==> src/rtl/uart_baud_ctrl.sv <==
// Baud generator controller: owns the prescaler count and the live divisor,
// applying new divisors only on a 1x tick boundary and gating the generator with en.
module uart_baud_ctrl #(
   parameter int unsigned           DIV_W       = 16,
   parameter logic [DIV_W-1:0]      DEFAULT_DIV = 16'd27,
   parameter logic [DIV_W-1:0]      MIN_DIV     = 16'd2
) (
   input  logic             clk,
   input  logic             rst,
   input  logic             en,
   input  logic             cfg_valid,
   input  logic [DIV_W-1:0] cfg_div,
   output logic             cfg_ready,
   output logic             cfg_done,
   output logic             cfg_err,
   input  logic             rst_c,
   input  logic             tick_1x,
   output logic [DIV_W-1:0] count,
   output logic [DIV_W-1:0] baud_div,
   output logic             gen_rst_n,
   output logic             busy
);

   typedef enum logic [1:0] {
      IDLE = 2'd0,
      RUN  = 2'd1,
      PEND = 2'd2
   } state_t;

   localparam logic [DIV_W-1:0] ONE = {{(DIV_W-1){1'b0}}, 1'b1};

   state_t           state_q, state_d;
   logic [DIV_W-1:0] count_q, count_d;
   logic [DIV_W-1:0] baud_div_q, baud_div_d;
   logic [DIV_W-1:0] pend_div_q, pend_div_d;
   logic             cfg_done_q, cfg_done_d;
   logic             cfg_err_q, cfg_err_d;

   logic             xfer;
   logic             div_legal;
   logic [DIV_W-1:0] div_m1;
   logic [DIV_W-1:0] count_run;

   assign cfg_ready = (state_q != PEND);
   assign busy      = (state_q == PEND);
   assign gen_rst_n = (state_q != IDLE);
   assign count     = count_q;
   assign baud_div  = baud_div_q;
   assign cfg_done  = cfg_done_q;
   assign cfg_err   = cfg_err_q;

   assign xfer      = cfg_valid & cfg_ready;
   assign div_legal = (cfg_div >= MIN_DIV);
   // baud_div never drops below MIN_DIV, so this cannot underflow.
   assign div_m1    = baud_div_q - ONE;
   assign count_run = (rst_c || (count_q >= div_m1)) ? '0 : (count_q + ONE);

   always_comb begin
      state_d    = state_q;
      count_d    = count_q;
      baud_div_d = baud_div_q;
      pend_div_d = pend_div_q;
      cfg_done_d = 1'b0;
      cfg_err_d  = xfer & ~div_legal;

      case (state_q)
         IDLE: begin
            count_d = '0;
            if (xfer && div_legal) begin
               baud_div_d = cfg_div;
               cfg_done_d = 1'b1;
            end
            if (en) begin
               state_d = RUN;
            end
         end
         RUN: begin
            if (!en) begin
               state_d = IDLE;
               count_d = '0;
               if (xfer && div_legal) begin
                  baud_div_d = cfg_div;
                  cfg_done_d = 1'b1;
               end
            end else begin
               count_d = count_run;
               if (xfer && div_legal) begin
                  pend_div_d = cfg_div;
                  state_d    = PEND;
               end
            end
         end
         PEND: begin
            // Disable flushes the pending divisor immediately rather than losing it.
            if (!en) begin
               baud_div_d = pend_div_q;
               cfg_done_d = 1'b1;
               count_d    = '0;
               state_d    = IDLE;
            end else if (tick_1x) begin
               baud_div_d = pend_div_q;
               cfg_done_d = 1'b1;
               count_d    = '0;
               state_d    = RUN;
            end else begin
               count_d = count_run;
            end
         end
         default: begin
            state_d = IDLE;
            count_d = '0;
         end
      endcase
   end

   always_ff @(posedge clk or posedge rst) begin
      if (rst) begin
         state_q    <= IDLE;
         count_q    <= '0;
         baud_div_q <= DEFAULT_DIV;
         pend_div_q <= DEFAULT_DIV;
         cfg_done_q <= 1'b0;
         cfg_err_q  <= 1'b0;
      end else begin
         state_q    <= state_d;
         count_q    <= count_d;
         baud_div_q <= baud_div_d;
         pend_div_q <= pend_div_d;
         cfg_done_q <= cfg_done_d;
         cfg_err_q  <= cfg_err_d;
      end
   end

endmodule
==> config.mk <==
export PLATFORM = sky130hd
export DESIGN_NAME = uart_baud_ctrl
export DESIGN_NICKNAME = d
export VERILOG_FILES = /design/src/rtl/uart_baud_ctrl.sv
export SDC_FILE = /design/constraint.sdc
export NUM_CORES = 1
export LEC_CHECK = 0
export CAP_MARGIN = 15
export CORE_ASPECT_RATIO = 0.5
export CORE_MARGIN = 4
export CORE_UTILIZATION = 35
export DETAILED_ROUTE_END_ITERATION = 10
export PLACE_DENSITY = 0.64
export SLEW_MARGIN = 20
export SYNTH_ARGS = -nofsm -noshare
export SYNTH_HDL_FRONTEND = slang
export SYNTH_SLANG_ARGS = --single-unit
==> constraint.sdc <==
create_clock -name clk -period 5.56 [get_ports clk]
set_clock_uncertainty 0.2 [all_clocks]
set_input_delay 0.834 -clock clk [delete_from_list [all_inputs] [get_ports clk]]
set_output_delay 0.834 -clock clk [all_outputs]
set_load 0.01 [all_outputs]
==> impl_metrics.xml <==
<?xml version="1.0" encoding="UTF-8"?>
<metrics>
  <group name="power">
    <metric name="internal-power" unit="uW">1230</metric>
    <metric name="power.static_leakage" unit="uW">0.00161</metric>
    <metric name="power_switching_share" unit="%">33.9</metric>
    <metric name="powerDensity" unit="nW/um2">470</metric>
    <metric name="irDropWorstVdd" unit="mV">0.176</metric>
    <metric name="power_frac_seq" unit="%">35.7</metric>
    <metric name="power" unit="uW">1870</metric>
    <metric name="comb_power_share" unit="%">40.9</metric>
    <metric name="total_switching_power" unit="uW">632</metric>
    <metric name="clkPwrFrac" unit="%">23.4</metric>
  </group>
  <group name="finish">
    <metric name="diodes" unit="">0</metric>
    <metric name="area_delta_synth_final" unit="%">29.9</metric>
    <metric name="drive_above_1_share" unit="%">11.8</metric>
    <metric name="finish.net_count" unit="">400</metric>
    <metric name="fillers" unit="">744</metric>
  </group>
  <group name="yosys">
    <metric name="synth-edff-count" unit="">0</metric>
    <metric name="synth-compound-area-share" unit="%">7.86</metric>
    <metric name="synth.distinct_cells" unit="">40</metric>
    <metric name="synthArstFlopShare" unit="%">100</metric>
    <metric name="yosys_register_bits" unit="">52</metric>
    <metric name="postSynth.topFlopCell" unit="">sky130_fd_sc_hd__dfrtp_1</metric>
    <metric name="synth.largest_area_cell" unit="">sky130_fd_sc_hd__dfrtp_1</metric>
    <metric name="synth-seq-area-share" unit="%">42.9</metric>
    <metric name="synthesis.instances" unit="">297</metric>
    <metric name="synth-simple-area-share" unit="%">17.3</metric>
    <metric name="synth.top_cell.area_share" unit="%">36.0</metric>
    <metric name="synth_warnings" unit="">0</metric>
    <metric name="synth.most_common_cell" unit="">sky130_fd_sc_hd__dfrtp_1</metric>
    <metric name="synthMuxAreaShare" unit="%">12.4</metric>
    <metric name="combinational_family_with_the_most_area_after_synthesis" unit="">simple AND/OR/NAND/NOR gates</metric>
    <metric name="post_synth_xor_area_fraction" unit="%">7.74</metric>
    <metric name="synth_adder_area_share" unit="%">9.01</metric>
    <metric name="syn-num-nets" unit="">341</metric>
    <metric name="netlist_top_cells_count" unit="">sky130_fd_sc_hd__dfrtp_1 (44), sky130_fd_sc_hd__nand2_1 (36), sky130_fd_sc_hd__nor2_1 (27)</metric>
    <metric name="syn_area_per_cell" unit="um2">10.3</metric>
    <metric name="synth.cell_area" unit="um2">3060</metric>
    <metric name="yosys-top-cells-area" unit="">sky130_fd_sc_hd__dfrtp_1 (36%), sky130_fd_sc_hd__ha_1 (9.0%), sky130_fd_sc_hd__dfstp_2 (6.9%), sky130_fd_sc_hd__mux2i_1 (5.2%), sky130_fd_sc_hd__mux2_4 (4.9%)</metric>
  </group>
  <group name="clocking">
    <metric name="cts_buffers" unit="">5</metric>
    <metric name="post_cts.repair.setup_buffers" unit="">0</metric>
    <metric name="tritoncts" unit="">done</metric>
    <metric name="htreeDepth" unit="">2</metric>
    <metric name="cts_buffer_depth" unit="">2</metric>
    <metric name="cts.clk_slew.worst_paths" unit="ns">0.07</metric>
    <metric name="cts_root_buf" unit="">sky130_fd_sc_hd__clkbuf_16</metric>
    <metric name="clock_sinks" unit="">52</metric>
    <metric name="post_cts_resize_count" unit="">0</metric>
    <metric name="clkLatencyLatePin" unit="ns">0.28</metric>
    <metric name="holdBufCountCts" unit="">0</metric>
  </group>
  <group name="global_routing">
    <metric name="initial_antenna_violation_count" unit="">0</metric>
    <metric name="grt-ovfl-total" unit="">0</metric>
    <metric name="grt_use_total" unit="%">13.3</metric>
    <metric name="maximum_number_of_pins_on_one_net_before_global_route_repair" unit="">53</metric>
    <metric name="global_route_wire_length_before_repair" unit="um">11200</metric>
    <metric name="grt_pass1_vias" unit="">2247</metric>
  </group>
  <group name="timing">
    <metric name="min_period" unit="ns">3.39</metric>
    <metric name="grt_setup_unrepaired" unit="">false</metric>
    <metric name="timing.slew.headroom" unit="%">32.8</metric>
    <metric name="fin_worst_hold_slack" unit="ns">0.294</metric>
    <metric name="timing_hold_violations_final" unit="">0</metric>
    <metric name="total_negative_setup_slacks" unit="ns">0</metric>
    <metric name="worst_slew_pin_slew" unit="ns">1.01</metric>
    <metric name="number_of_pins_exceeding_their_max_slew_limit_in_the_final_report" unit="">0</metric>
    <metric name="min_period_over_period" unit="%">60.9</metric>
    <metric name="timing.fmax" unit="MHz">295</metric>
    <metric name="final_report_setup_violation_count" unit="">0</metric>
  </group>
  <group name="detailed_routing">
    <metric name="antenna_left" unit="">0</metric>
    <metric name="drc" unit="">0</metric>
    <metric name="wirelength" unit="um">6880</metric>
    <metric name="routed_via_density" unit="">4.98</metric>
    <metric name="detailedRoute.firstIterationViolations" unit="">147</metric>
    <metric name="route.vias.total" unit="">2334</metric>
    <metric name="wire_per_inst" unit="um">14.7</metric>
    <metric name="drt_pre_antenna_iters" unit="">5</metric>
  </group>
  <group name="critical_path">
    <metric name="cp-end-kind" unit="">flop</metric>
    <metric name="worstPathRequired" unit="ns">5.56</metric>
    <metric name="critical_path.cell_chain" unit="">nor3_1 -&gt; nand3_1 -&gt; nor3_1 -&gt; xnor2_1 -&gt; ha_1 -&gt; a211oi_1 -&gt; nor2_1 -&gt; nor3_1 -&gt; nand4_2 -&gt; nor2_1</metric>
    <metric name="critical-path-slowest-cell" unit="">sky130_fd_sc_hd__nor3_1</metric>
    <metric name="criticalPathCategory" unit="">flop to flop</metric>
    <metric name="cpMostUsedCell" unit="">sky130_fd_sc_hd__nor3_1</metric>
    <metric name="critical-path-max-stage-delay" unit="ns">0.47</metric>
    <metric name="cp.arrival" unit="ns">3.39</metric>
    <metric name="worst_setup_path_start_kind" unit="">flop</metric>
    <metric name="critPathMaxFanout" unit="">15</metric>
  </group>
  <group name="floorplanning">
    <metric name="die_w" unit="um">140</metric>
    <metric name="start_util" unit="%">37.0</metric>
    <metric name="placementRows" unit="">23</metric>
    <metric name="io_pins" unit="">59</metric>
    <metric name="dieArea" unit="um2">10400</metric>
    <metric name="die_h" unit="um">74.1</metric>
    <metric name="floorplan.core_area" unit="um2">8260</metric>
  </group>
  <group name="placement">
    <metric name="numPortBuffers" unit="">58</metric>
    <metric name="gp_congestion" unit="">0.845</metric>
    <metric name="hpwl" unit="um">5330</metric>
  </group>
  <group name="run">
    <metric name="timing.max_cap.violations" unit="">0</metric>
  </group>
  <group name="status">
    <metric name="status" unit="">completed</metric>
  </group>
  <group name="worst_hold_path">
    <metric name="min-delay-path-class" unit="">flop to flop</metric>
  </group>
</metrics>
==> flip-flops by register name, indices dropped and copies added (netlist names) <==
| register | flops |
|---|---|
| cfg_err | 1 |
| baud_div | 16 |
| state_q | 2 |
| pend_div_q | 16 |
| cfg_done | 1 |
| count | 16 |
==> critical path, delay by kind of cell, from the launching register on <==
family                   cells  cell delay, ns
adder cells (fa/ha/maj)      1            0.27
flip-flops                   1            0.44
XOR/XNOR                     1            0.16
AO/OA/AOI/OAI                1            0.24
AND/OR/NAND/NOR              7            2.01
==> per-layer routing <==
| layer | track usage [%] | vias up | share of wire (%) |
|---|---|---|---|
| met5 | 0 | - | 0 |
| met4 | 2.69 | 0 | 0.70 |
| met3 | 2.31 | 5 | 3.0 |
| met2 | 22.5 | 46 | 47 |
| met1 | 18.4 | 1126 | 49 |
| li1 | - | 1157 | - |
==> final cells by class <==
type,count,area [um2],area share [%]
timing repair buffer,59,596,15.0
clock inverter,3,90.1,2.27
clock buffer,5,125,3.15
sequential,52,1310,33.0
inverter,11,42.5,1.07
multi-input combinational,227,1670,42.0
tap,112,140,3.53
==> kinds of logic after synthesis <==
kind of cell               count (synthesis)
DFF                                       52
AOI/OAI and AO/OA                         38
buffers and inverters                     18
adders and majority gates                 22
xor gates and xnor gates                  27
and+or+nand+nor                          108
muxes                                     32
==> power groups by stage <==
| stage | clock (uW) | sequential, uW | combinational [uW] |
|---|---|---|---|
| finish | 437 | 667 | 763 |
| global route | 465 | 686 | 850 |
| CTS | 448 | 663 | 765 |
| detailed placement | 0 | 670 | 758 |
| global placement | 0 | 663 | 727 |
| floorplan | 0 | 666 | 482 |
==> cells in the final DEF, fill, tap and decap left out, types with 2 or more instances in the layout <==
cell                              synthesis  final
sky130_fd_sc_hd__dfrtp_1                 44     44
sky130_fd_sc_hd__nand3_1                 12     12
sky130_fd_sc_hd__nor4_2                   4      4
sky130_fd_sc_hd__nor3_1                   8      8
sky130_fd_sc_hd__xor2_1                  15     15
sky130_fd_sc_hd__mux2_2                   6      6
sky130_fd_sc_hd__nand2_1                 36     36
sky130_fd_sc_hd__nor2_1                  27     27
sky130_fd_sc_hd__o21ai_1                 17     17
sky130_fd_sc_hd__bufinv_16                0      3
sky130_fd_sc_hd__clkbuf_16                0      5
sky130_fd_sc_hd__nor4_1                   3      3
sky130_fd_sc_hd__nor2b_1                  4      4
sky130_fd_sc_hd__nand4_1                  5      5
sky130_fd_sc_hd__inv_1                   11     10
sky130_fd_sc_hd__xnor2_1                 12     12
sky130_fd_sc_hd__clkdlybuf4s50_1          0     58
sky130_fd_sc_hd__mux2i_1                 16     16
sky130_fd_sc_hd__ha_1                    22     22
sky130_fd_sc_hd__nand2b_1                 3      3
sky130_fd_sc_hd__o21ai_0                  4      4
sky130_fd_sc_hd__dfstp_2                  8      8
sky130_fd_sc_hd__a21oi_1                  6      6
sky130_fd_sc_hd__and2b_1                  2      2
sky130_fd_sc_hd__mux2_4                  10     10
==> stage by stage <==
stage,utilization (%),worst slack (ns),std cells,area (um2)
2_1_floorplan,-,2.66,297,3060
3_3_place_gp,45.2,2.23,460,3730
3_5_place_dp,45.2,2.08,460,3730
4_1_cts,47.8,2.08,468,3950
5_1_grt,48.1,1.95,469,3970
6_report,48.1,2.17,469,3970
==> worst paths after layout <==
check / end / start / slack, ns / cells past startpoint
max in group asynchronous: state_q[1] / rst / 3.81 / 2
min in group asynchronous: count[9] / rst / 0.83 / 2
min: baud_div[0] / baud_div[0] / 0.29 / 2
min reg2reg: baud_div[0] / baud_div[0] / 0.29 / 2
max reg2reg: count[14] / baud_div[2] / 2.17 / 10
max: count[14] / baud_div[2] / 2.17 / 10
No activity file was read; power rests on OpenSTA's default activity.
